==> src/rtl/rtc_scan_reader.sv <==
// rtl/rtc_scan_reader.sv - periodic RTC bus scanner committing nine BCD time registers atomically
// Optional feature macro: RTC_BCD_CHECK_EN (BCD nibble check, adds err_o)
module rtc_scan_reader #(
  parameter int PHASE_CYCLES   = 5,
  parameter int REFRESH_CYCLES = 2500000
) (
  input  logic       clk_i,
  input  logic       reset_i,
  input  logic       refresh_i,
  input  logic [7:0] ad_i,
  output logic [7:0] ad_o,
  output logic       ad_oe_o,
  output logic       cs_n_o,
  output logic       rd_n_o,
  output logic       wr_n_o,
  output logic       a_d_o,
  output logic [7:0] R_Segundos,
  output logic [7:0] R_Minutos,
  output logic [7:0] R_Hora,
  output logic [7:0] R_Dia,
  output logic [7:0] R_Mes,
  output logic [7:0] R_Ano,
  output logic [7:0] R_Crono_Seg,
  output logic [7:0] R_Crono_Min,
  output logic [7:0] R_Crono_Hora,
  output logic       valid_o,
  output logic       done_o,
  output logic       busy_o
`ifdef RTC_BCD_CHECK_EN
  ,output logic      err_o
`endif
);

  localparam int PW = (PHASE_CYCLES > 1) ? $clog2(PHASE_CYCLES) : 1;
  localparam int RW = $clog2(REFRESH_CYCLES);
  localparam logic [PW-1:0] PH_LAST = PW'(PHASE_CYCLES - 1);
  localparam logic [RW-1:0] RF_LAST = RW'(REFRESH_CYCLES - 1);

  localparam logic [2:0] S_IDLE   = 3'd0;
  localparam logic [2:0] S_A_SET  = 3'd1;
  localparam logic [2:0] S_A_WR   = 3'd2;
  localparam logic [2:0] S_A_HOLD = 3'd3;
  localparam logic [2:0] S_D_RD   = 3'd4;
  localparam logic [2:0] S_D_END  = 3'd5;
  localparam logic [2:0] S_COMMIT = 3'd6;

  logic [2:0]    r_state;
  logic [PW-1:0] r_phase;
  logic [RW-1:0] r_refresh_cnt;
  logic [3:0]    r_idx;
  logic [7:0]    r_shadow [0:8];
  logic [7:0]    r_out    [0:8];
  logic          r_valid;
  logic          r_done;
  logic          w_refresh_tc;
  logic          w_start;
  logic          w_phase_end;
  logic [7:0]    w_addr;
`ifdef RTC_BCD_CHECK_EN
  logic          r_bad;
  logic          r_err;
  logic          w_bcd_ok;
  assign w_bcd_ok = (ad_i[7:4] <= 4'd9) && (ad_i[3:0] <= 4'd9);
  assign err_o    = r_err;
`endif

  // RTC register address for the current scan index
  always_comb begin
    w_addr = 8'h00;
    case (r_idx)
      4'd0: w_addr = 8'h21;
      4'd1: w_addr = 8'h22;
      4'd2: w_addr = 8'h23;
      4'd3: w_addr = 8'h24;
      4'd4: w_addr = 8'h25;
      4'd5: w_addr = 8'h26;
      4'd6: w_addr = 8'h41;
      4'd7: w_addr = 8'h42;
      4'd8: w_addr = 8'h43;
      default: w_addr = 8'h00;
    endcase
  end

  assign w_refresh_tc = (r_refresh_cnt == RF_LAST);
  assign w_start      = (r_state == S_IDLE) && (refresh_i || w_refresh_tc);
  assign w_phase_end  = (r_phase == PH_LAST);

  // Free-running refresh counter; its terminal count is ignored unless the FSM is idle
  always_ff @(posedge clk_i) begin
    if (reset_i) begin
      r_refresh_cnt <= '0;
    end else if (w_refresh_tc) begin
      r_refresh_cnt <= '0;
    end else begin
      r_refresh_cnt <= r_refresh_cnt + 1'b1;
    end
  end

  // Scan FSM: five timed phases per register, shadows copied to outputs only on commit
  always_ff @(posedge clk_i) begin
    if (reset_i) begin
      r_state <= S_IDLE;
      r_phase <= '0;
      r_idx   <= '0;
      r_valid <= 1'b0;
      r_done  <= 1'b0;
      for (int k = 0; k < 9; k++) begin
        r_shadow[k] <= 8'h00;
        r_out[k]    <= 8'h00;
      end
`ifdef RTC_BCD_CHECK_EN
      r_bad <= 1'b0;
      r_err <= 1'b0;
`endif
    end else begin
      r_done <= 1'b0;
`ifdef RTC_BCD_CHECK_EN
      r_err <= 1'b0;
`endif
      if (r_state == S_IDLE) begin
        r_phase <= '0;
        if (w_start) begin
          r_state <= S_A_SET;
          r_idx   <= '0;
`ifdef RTC_BCD_CHECK_EN
          r_bad   <= 1'b0;
`endif
        end
      end else if (r_state == S_COMMIT) begin
        r_state <= S_IDLE;
      end else if (!w_phase_end) begin
        r_phase <= r_phase + 1'b1;
      end else begin
        r_phase <= '0;
        case (r_state)
          S_A_SET:  r_state <= S_A_WR;
          S_A_WR:   r_state <= S_A_HOLD;
          S_A_HOLD: r_state <= S_D_RD;
          S_D_RD: begin
            r_shadow[r_idx] <= ad_i;
`ifdef RTC_BCD_CHECK_EN
            if (!w_bcd_ok) r_bad <= 1'b1;
`endif
            r_state <= S_D_END;
          end
          S_D_END: begin
            if (r_idx == 4'd8) begin
              // Output registers load on the edge into COMMIT so they appear together with done_o
              r_state <= S_COMMIT;
`ifdef RTC_BCD_CHECK_EN
              if (r_bad) begin
                r_err <= 1'b1;
              end else begin
                for (int k = 0; k < 9; k++) r_out[k] <= r_shadow[k];
                r_done  <= 1'b1;
                r_valid <= 1'b1;
              end
`else
              for (int k = 0; k < 9; k++) r_out[k] <= r_shadow[k];
              r_done  <= 1'b1;
              r_valid <= 1'b1;
`endif
            end else begin
              r_idx   <= r_idx + 4'd1;
              r_state <= S_A_SET;
            end
          end
          default: r_state <= S_IDLE;
        endcase
      end
    end
  end

  // Bus levels decoded from the state; address is only driven while the data pins are ours
  always_comb begin
    cs_n_o  = 1'b1;
    rd_n_o  = 1'b1;
    wr_n_o  = 1'b1;
    a_d_o   = 1'b0;
    ad_oe_o = 1'b0;
    ad_o    = 8'h00;
    case (r_state)
      S_A_SET, S_A_WR, S_A_HOLD: begin
        cs_n_o  = 1'b0;
        ad_oe_o = 1'b1;
        ad_o    = w_addr;
        wr_n_o  = (r_state != S_A_WR);
      end
      S_D_RD: begin
        cs_n_o = 1'b0;
        a_d_o  = 1'b1;
        rd_n_o = 1'b0;
      end
      S_D_END: a_d_o = 1'b1;
      default: ;
    endcase
  end

  assign busy_o       = (r_state != S_IDLE);
  assign done_o       = r_done;
  assign valid_o      = r_valid;
  assign R_Segundos   = r_out[0];
  assign R_Minutos    = r_out[1];
  assign R_Hora       = r_out[2];
  assign R_Dia        = r_out[3];
  assign R_Mes        = r_out[4];
  assign R_Ano        = r_out[5];
  assign R_Crono_Seg  = r_out[6];
  assign R_Crono_Min  = r_out[7];
  assign R_Crono_Hora = r_out[8];

endmodule

==> config.mk <==
export PLATFORM = sky130hd
export DESIGN_NAME = rtc_scan_reader
export DESIGN_NICKNAME = d
export VERILOG_FILES = /design/src/rtl/rtc_scan_reader.sv
export SDC_FILE = /design/constraint.sdc
export NUM_CORES = 1
export LEC_CHECK = 0
export CAP_MARGIN = 20
export CORE_MARGIN = 2
export CORE_UTILIZATION = 59
export DETAILED_ROUTE_END_ITERATION = 7
export PLACE_DENSITY = 0.95
export SYNTH_ARGS = -nofsm -noshare
export SYNTH_HDL_FRONTEND = slang
export SYNTH_SLANG_ARGS = --single-unit
==> constraint.sdc <==
create_clock -name clk_i -period 8.5 [get_ports clk_i]
set_clock_uncertainty 0.1 [all_clocks]
set_input_delay 2.125 -clock clk_i [delete_from_list [all_inputs] [get_ports clk_i]]
set_output_delay 2.125 -clock clk_i [all_outputs]
set_load 0.005 [all_outputs]
# Word level (Yosys, flattened, before mapping)

Memories as Yosys holds them, arrays and structs flattened. A register that Yosys moved wholly into a read port is not among the register bits.
Cells that the tools add are included.

$add $sub $neg: 3
Equality and inequality tests: 13
Multiplexer cells: 48
Bitwise logic cells: 11
Reductions and logical operators: 16

Operators with widths:

| cell                                                   | count |
|---|---|
| 2-to-1 mux 8 bit                                       | 11 |
| 2-to-1 mux 4 bit                                       | 9 |
| adder 22 x 1 -> 22 bit (second input constant)         | 1 |
| == test 22 bit (second input constant)                 | 1 |
| 2-to-1 mux 1 bit                                       | 21 |
| 2-to-1 mux 3 bit                                       | 6 |
| one-hot mux 3 bit (5 select lines)                     | 1 |
| == test 3 bit (second input constant)                  | 4 |
| AND reduction 5 bit                                    | 2 |
| bitwise OR 1 bit                                       | 9 |
| OR reduction 8 bit                                     | 1 |
| == test 3 x 2 -> 1 bit (second input constant)         | 2 |
| inequality test 2 bit (second input constant)          | 3 |
| nonzero test 3 bit                                     | 2 |
| OR reduction 2 bit                                     | 3 |
| adder 4 x 1 -> 4 bit (second input constant)           | 1 |
| == test 4 bit (second input constant)                  | 1 |
| nonzero test 2 bit                                     | 2 |
| OR reduction 4 bit                                     | 1 |
| adder 3 x 1 -> 3 bit (second input constant)           | 1 |
| == test 3 x 1 -> 1 bit (second input constant)         | 1 |
| zero test 3 bit                                        | 1 |
| inequality test 3 x 2 -> 1 bit (second input constant) | 1 |
| OR reduction 3 bit                                     | 1 |
| other kinds (4)                                        | 5 |

Bits in registers: 34
Bits in writable memories: 144
Memory bits (read-only): 80
Bits of input ports: 11
Memories kept: 3

Memory list:

| memory           | words | bits a word | rd ports | clocked after Yosys merged registers in | wr ports | line | source |
|---|---|---|---|---|---|---|---|
| (name not given) | 16    | 5           | 1        | 1                                       | 0        | 70   | `case (r_idx)` |
| r_out            | 9     | 8           | 9        | 0                                       | 9        | 52   | `logic [7:0] r_out [0:8];` |
| r_shadow         | 9     | 8           | 9        | 0                                       | 9        | 51   | `logic [7:0] r_shadow [0:8];` |

# Depth between registers and ports, before layout

Word-level depth: 9
Mapped depth: 11
Mapped depth without buffers: 10

# Worst setup path before layout

Ideal clock, no wire load.

Kind: input port to flip-flop
From: in reset_i
To: mem r_shadow[0][0], enable pin
Setup time: 326 ps
Data arrival time: 3499 ps
Data required time: 8074 ps
Path slack: 4575 ps
Stages on the path: 5
Path through: clkbuf_8 > or3_1 > nor3_2 > clkbuf_1 > a21o_1

RTL lines:

| item               | line | source |
|---|---|---|
| start: declaration | 8    | `input logic reset_i,` |
| end: declaration   | 51   |  |

# Worst setup path in the final report

From: reg r_state[1]
To: out ad_o[2]

Cells in the longest elaborated chain, start to end: 3
Elaborated cells between the ends (all ways): 5
Classes of those cells: 3 x eq/ne; 1 x mux; 1 x reduce/logical

Ends and longest elaborated chain:

| item                                                             | line | source |
|---|---|---|
| start: declaration                                               | 47   | `logic [2:0] r_state;` |
| start signal: assignment                                         | 102  | `r_state <= S_IDLE;` |
| start signal: assignment                                         | 123  | `r_state <= S_A_SET;` |
| start signal: assignment                                         | 130  | `r_state <= S_IDLE;` |
| == test 3 x 1 -> 1 bit or == test 3 x 2 -> 1 bit (tied branches) | 182  | `case (r_state)` |
| OR reduction 3 bit *                                             | 182  |  |
| 2-to-1 mux 8 bit *                                               | 182  |  |
| end: declaration                                                 | 11   | `output logic [7:0] ad_o,` |

Every way passes the cells marked *; elsewhere a longest branch is shown, timed or not.

==> results.json <==
{
  "status": "finished clean",
  "clkLatencyLatePin_ps": 420,
  "route.detailed.wl_per_inst_um": 17.54,
  "initialDrtViolationCount": 499,
  "cpPeakStageDelay_ps": 780,
  "area_growth_pct": 21.45,
  "crit_slowest_cell": "dfxtp_1",
  "worst-slew-pin-transition_ps": 904.4,
  "antenna_left": 0,
  "startpoint_type": "flip-flop",
  "worst-path-buf-inv": 1,
  "synth_flop_cell": "edfxtp_1",
  "core_um2": 12570,
  "p_per_area_nw_per_um2": 201.0,
  "firstDrtPassIters": 6,
  "dieArea_um2": 13720,
  "hp-class": "reg -> reg",
  "relSlewSlack_pct": 39.71,
  "crit_arrival_ps": 2560,
  "cts-buffers-inserted": 17,
  "drt_drc_violations_left": 0,
  "final.fill_count": 755,
  "wirelength_mm": 14.89,
  "die_x_um": 117.1,
  "gp_congestion": 0.8661,
  "drive_gt1_share_pct": 8.567,
  "max_cap_viol_count": 0,
  "reg2reg_from": "r_idx[1]",
  "syn_area_um2": 7552,
  "syn_area_per_cell_um2": 13.16,
  "vias_per_cell": 5.640,
  "finalSetupViolCount": 0,
  "rsz0062_at_grt": "false",
  "whs_endpoint": "r_refresh_cnt[0]",
  "io_pins": 99,
  "timing.final.max_slew_violations": 0,
  "post_cts_buffers": 0,
  "initial_core_util_pct": 60.09,
  "reg2reg_to": "r_out[0][59]",
  "cts_tree": "built",
  "dp_hpwl_mm": 9.697,
  "nets": 683,
  "hold_viol": 0,
  "ys_warn_count": 0,
  "yosysUniqueCellTypes": 61,
  "period_needed_ps": 4780,
  "cts_sinks": 183,
  "end_kind": "primary output",
  "overflow": 0,
  "async_reset_ff_share_pct": 0,
  "path_max_fanout": 19,
  "ctsHoldBuffers": 0,
  "final_core_util_pct": 72.98,
  "hold_path_depth": 1,
  "ys_ff_latch": 183,
  "grt_pass1_vias": 4642,
  "synth_edf_count": 144,
  "yosysSeqAreaShare_pct": 67.59,
  "htreeDepth": 4,
  "critPathKind": "reg -> out",
  "p_leak_nw": 3.635,
  "antenna_found_initial": 0,
  "die_y_um": 117.1,
  "max_freq_mhz": 209.2,
  "max-vdd-ir-drop_mv": 0.1177,
  "cts-root-buf": "clkbuf_16",
  "r2r_cells": 6,
  "n_antenna_cell": 0,
  "io_buffers": 95,
  "ff2ff_setup_slack_ps": 5460,
  "grt_pass1_wl_mm": 23.21,
  "worst_ep_required_time_ps": 6280,
  "synth_cells": 574,
  "path_clk_slew_ps": 60,
  "cts_buffer_depth": 2,
  "grt_start_max_net_pins": 74,
  "cts_resized": 0,
  "whs_ps": 364.9,
  "setup_tns_ps": 0,
  "crit_chain": "or2_1 -> nor2b_1 -> and2_1 -> clkdlybuf4s50_1",
  "vias": 4788,
  "cp_top_family": "simple AND/OR/NAND/NOR gates",
  "row_count": 41,
  "finalCritPeriodShare_pct": 56.24,
  "grt_usage_pct": 22.81,
  "hp-start": "r_refresh_cnt[0]"
}
-- worst max path at each step --
stage	start	endpoint	slack, ps	cells past startpoint
finish	r_state[1]	ad_o[2]	3720	4
global route	r_state[1]	ad_o[2]	3610	4
CTS	r_state[1]	ad_o[2]	3750	4
detailed placement	reset_i	r_shadow[0][1]	3980	6
global placement	reset_i	r_shadow[5][2]	4120	6
floorplan	reset_i	r_shadow[0][0]	4580	5
-- registers in the layout (all words and copies together) (netlist names) --
signal	count
r_out	72
r_shadow	72
r_refresh_cnt	22
w_addr	5
r_idx	4
r_phase	3
r_state	3
done_o	1
valid_o	1
-- cells in the mapped netlist, types with 2 or more instances --
master    count  area share, %
a21o_1        9           0.89
a21oi_1      11           0.73
a31oi_1       2           0.17
and2_1       85            7.0
and3_1       73            6.0
and4_1        2           0.23
and4_2        2           0.27
buf_4         3           0.30
buf_6         2           0.30
clkbuf_1     24            1.2
clkbuf_8      2           0.36
dfxtp_1      39             10
edfxtp_1    144             57
ha_1          8            1.3
inv_1        12           0.60
nand2_1      25            1.2
nand2b_1      2           0.17
nand3_1       7           0.46
nand3b_1      3           0.30
nor2_1       34            1.7
nor2b_1       4           0.33
nor3_1        4           0.27
nor3_2        3           0.40
nor4_2        2           0.33
o21ai_0      11           0.73
or2_1         2           0.17
or2_2         3           0.25
or3_1         5           0.41
xnor2_1       9            1.0
xor2_1       11            1.3
-- cell families (layout without fill, tap and decap cells) --
logic type	after synthesis	count (layout)	share of synthesized area, %
AND/OR/NAND/NOR	267	267	21.06
flip-flops	183	183	67.59
AO/OA/AOI/OAI	49	49	4.572
buffers and inverters	44	145	2.800
XOR/XNOR	20	20	2.319
adder cells (fa/ha/maj)	8	8	1.325
multiplexers	2	2	0.2816
other	1	3	0.04965
-- final cells by class --
type / count / area (um2) / share of cell area [%]
Clock buffer: 20 / 436.7 / 4.761
Clock inverter: 12 / 126.4 / 1.378
Inverter: 13 / 48.80 / 0.5320
Multi-Input combinational cell: 349 / 2252 / 24.55
Sequential cell: 183 / 5105 / 55.65
Tap cell: 172 / 215.2 / 2.346
Timing Repair Buffer: 100 / 988.4 / 10.78
-- cell usage in the layout, fill, tap and decap left out, types with 5 or more instances in the layout --
cell type          n
buf_4              5
nand2_1           25
or3_1              5
clkbuf_16         17
and3_1            73
dfxtp_1           39
nor2_1            34
xor2_1            11
inv_1             12
and2_1            85
a21o_1             9
edfxtp_1         144
ha_1               8
o21ai_0           11
nand3_1            7
clkdlybuf4s50_1   95
a21oi_1           11
xnor2_1            9
-- power breakdown --
part           leakage (nW)  switching (mW)  internal [mW]
registers              1.80          0.0122          0.988
clock network         0.271           0.320          0.432
logic                  1.56          0.0484         0.0429
total                  3.64           0.381           1.46
-- metal layers --
layer	global-route usage, %	vias to the layer above	routed length (um)
met5	0	-	0
met3	6.025	39	990
met1	26.79	2320	5797
met4	10.75	0	367
met2	39.23	213	7737
li1	-	2216	-
-- through the flow --
stage / cells / setup slack [ps] / instance area, um2 / power [mW]
3_3_place_gp: 817 / 4124 / 8610 / 1.104
2_1_floorplan: 576 / 4575 / 7560 / 1.057
6_report: 849 / 3720 / 9173 / 1.844
5_1_grt: 849 / 3605 / 9173 / 1.895
3_5_place_dp: 817 / 3975 / 8610 / 1.109
4_1_cts: 849 / 3752 / 9173 / 1.851
(Power assumes the default switching activity.)
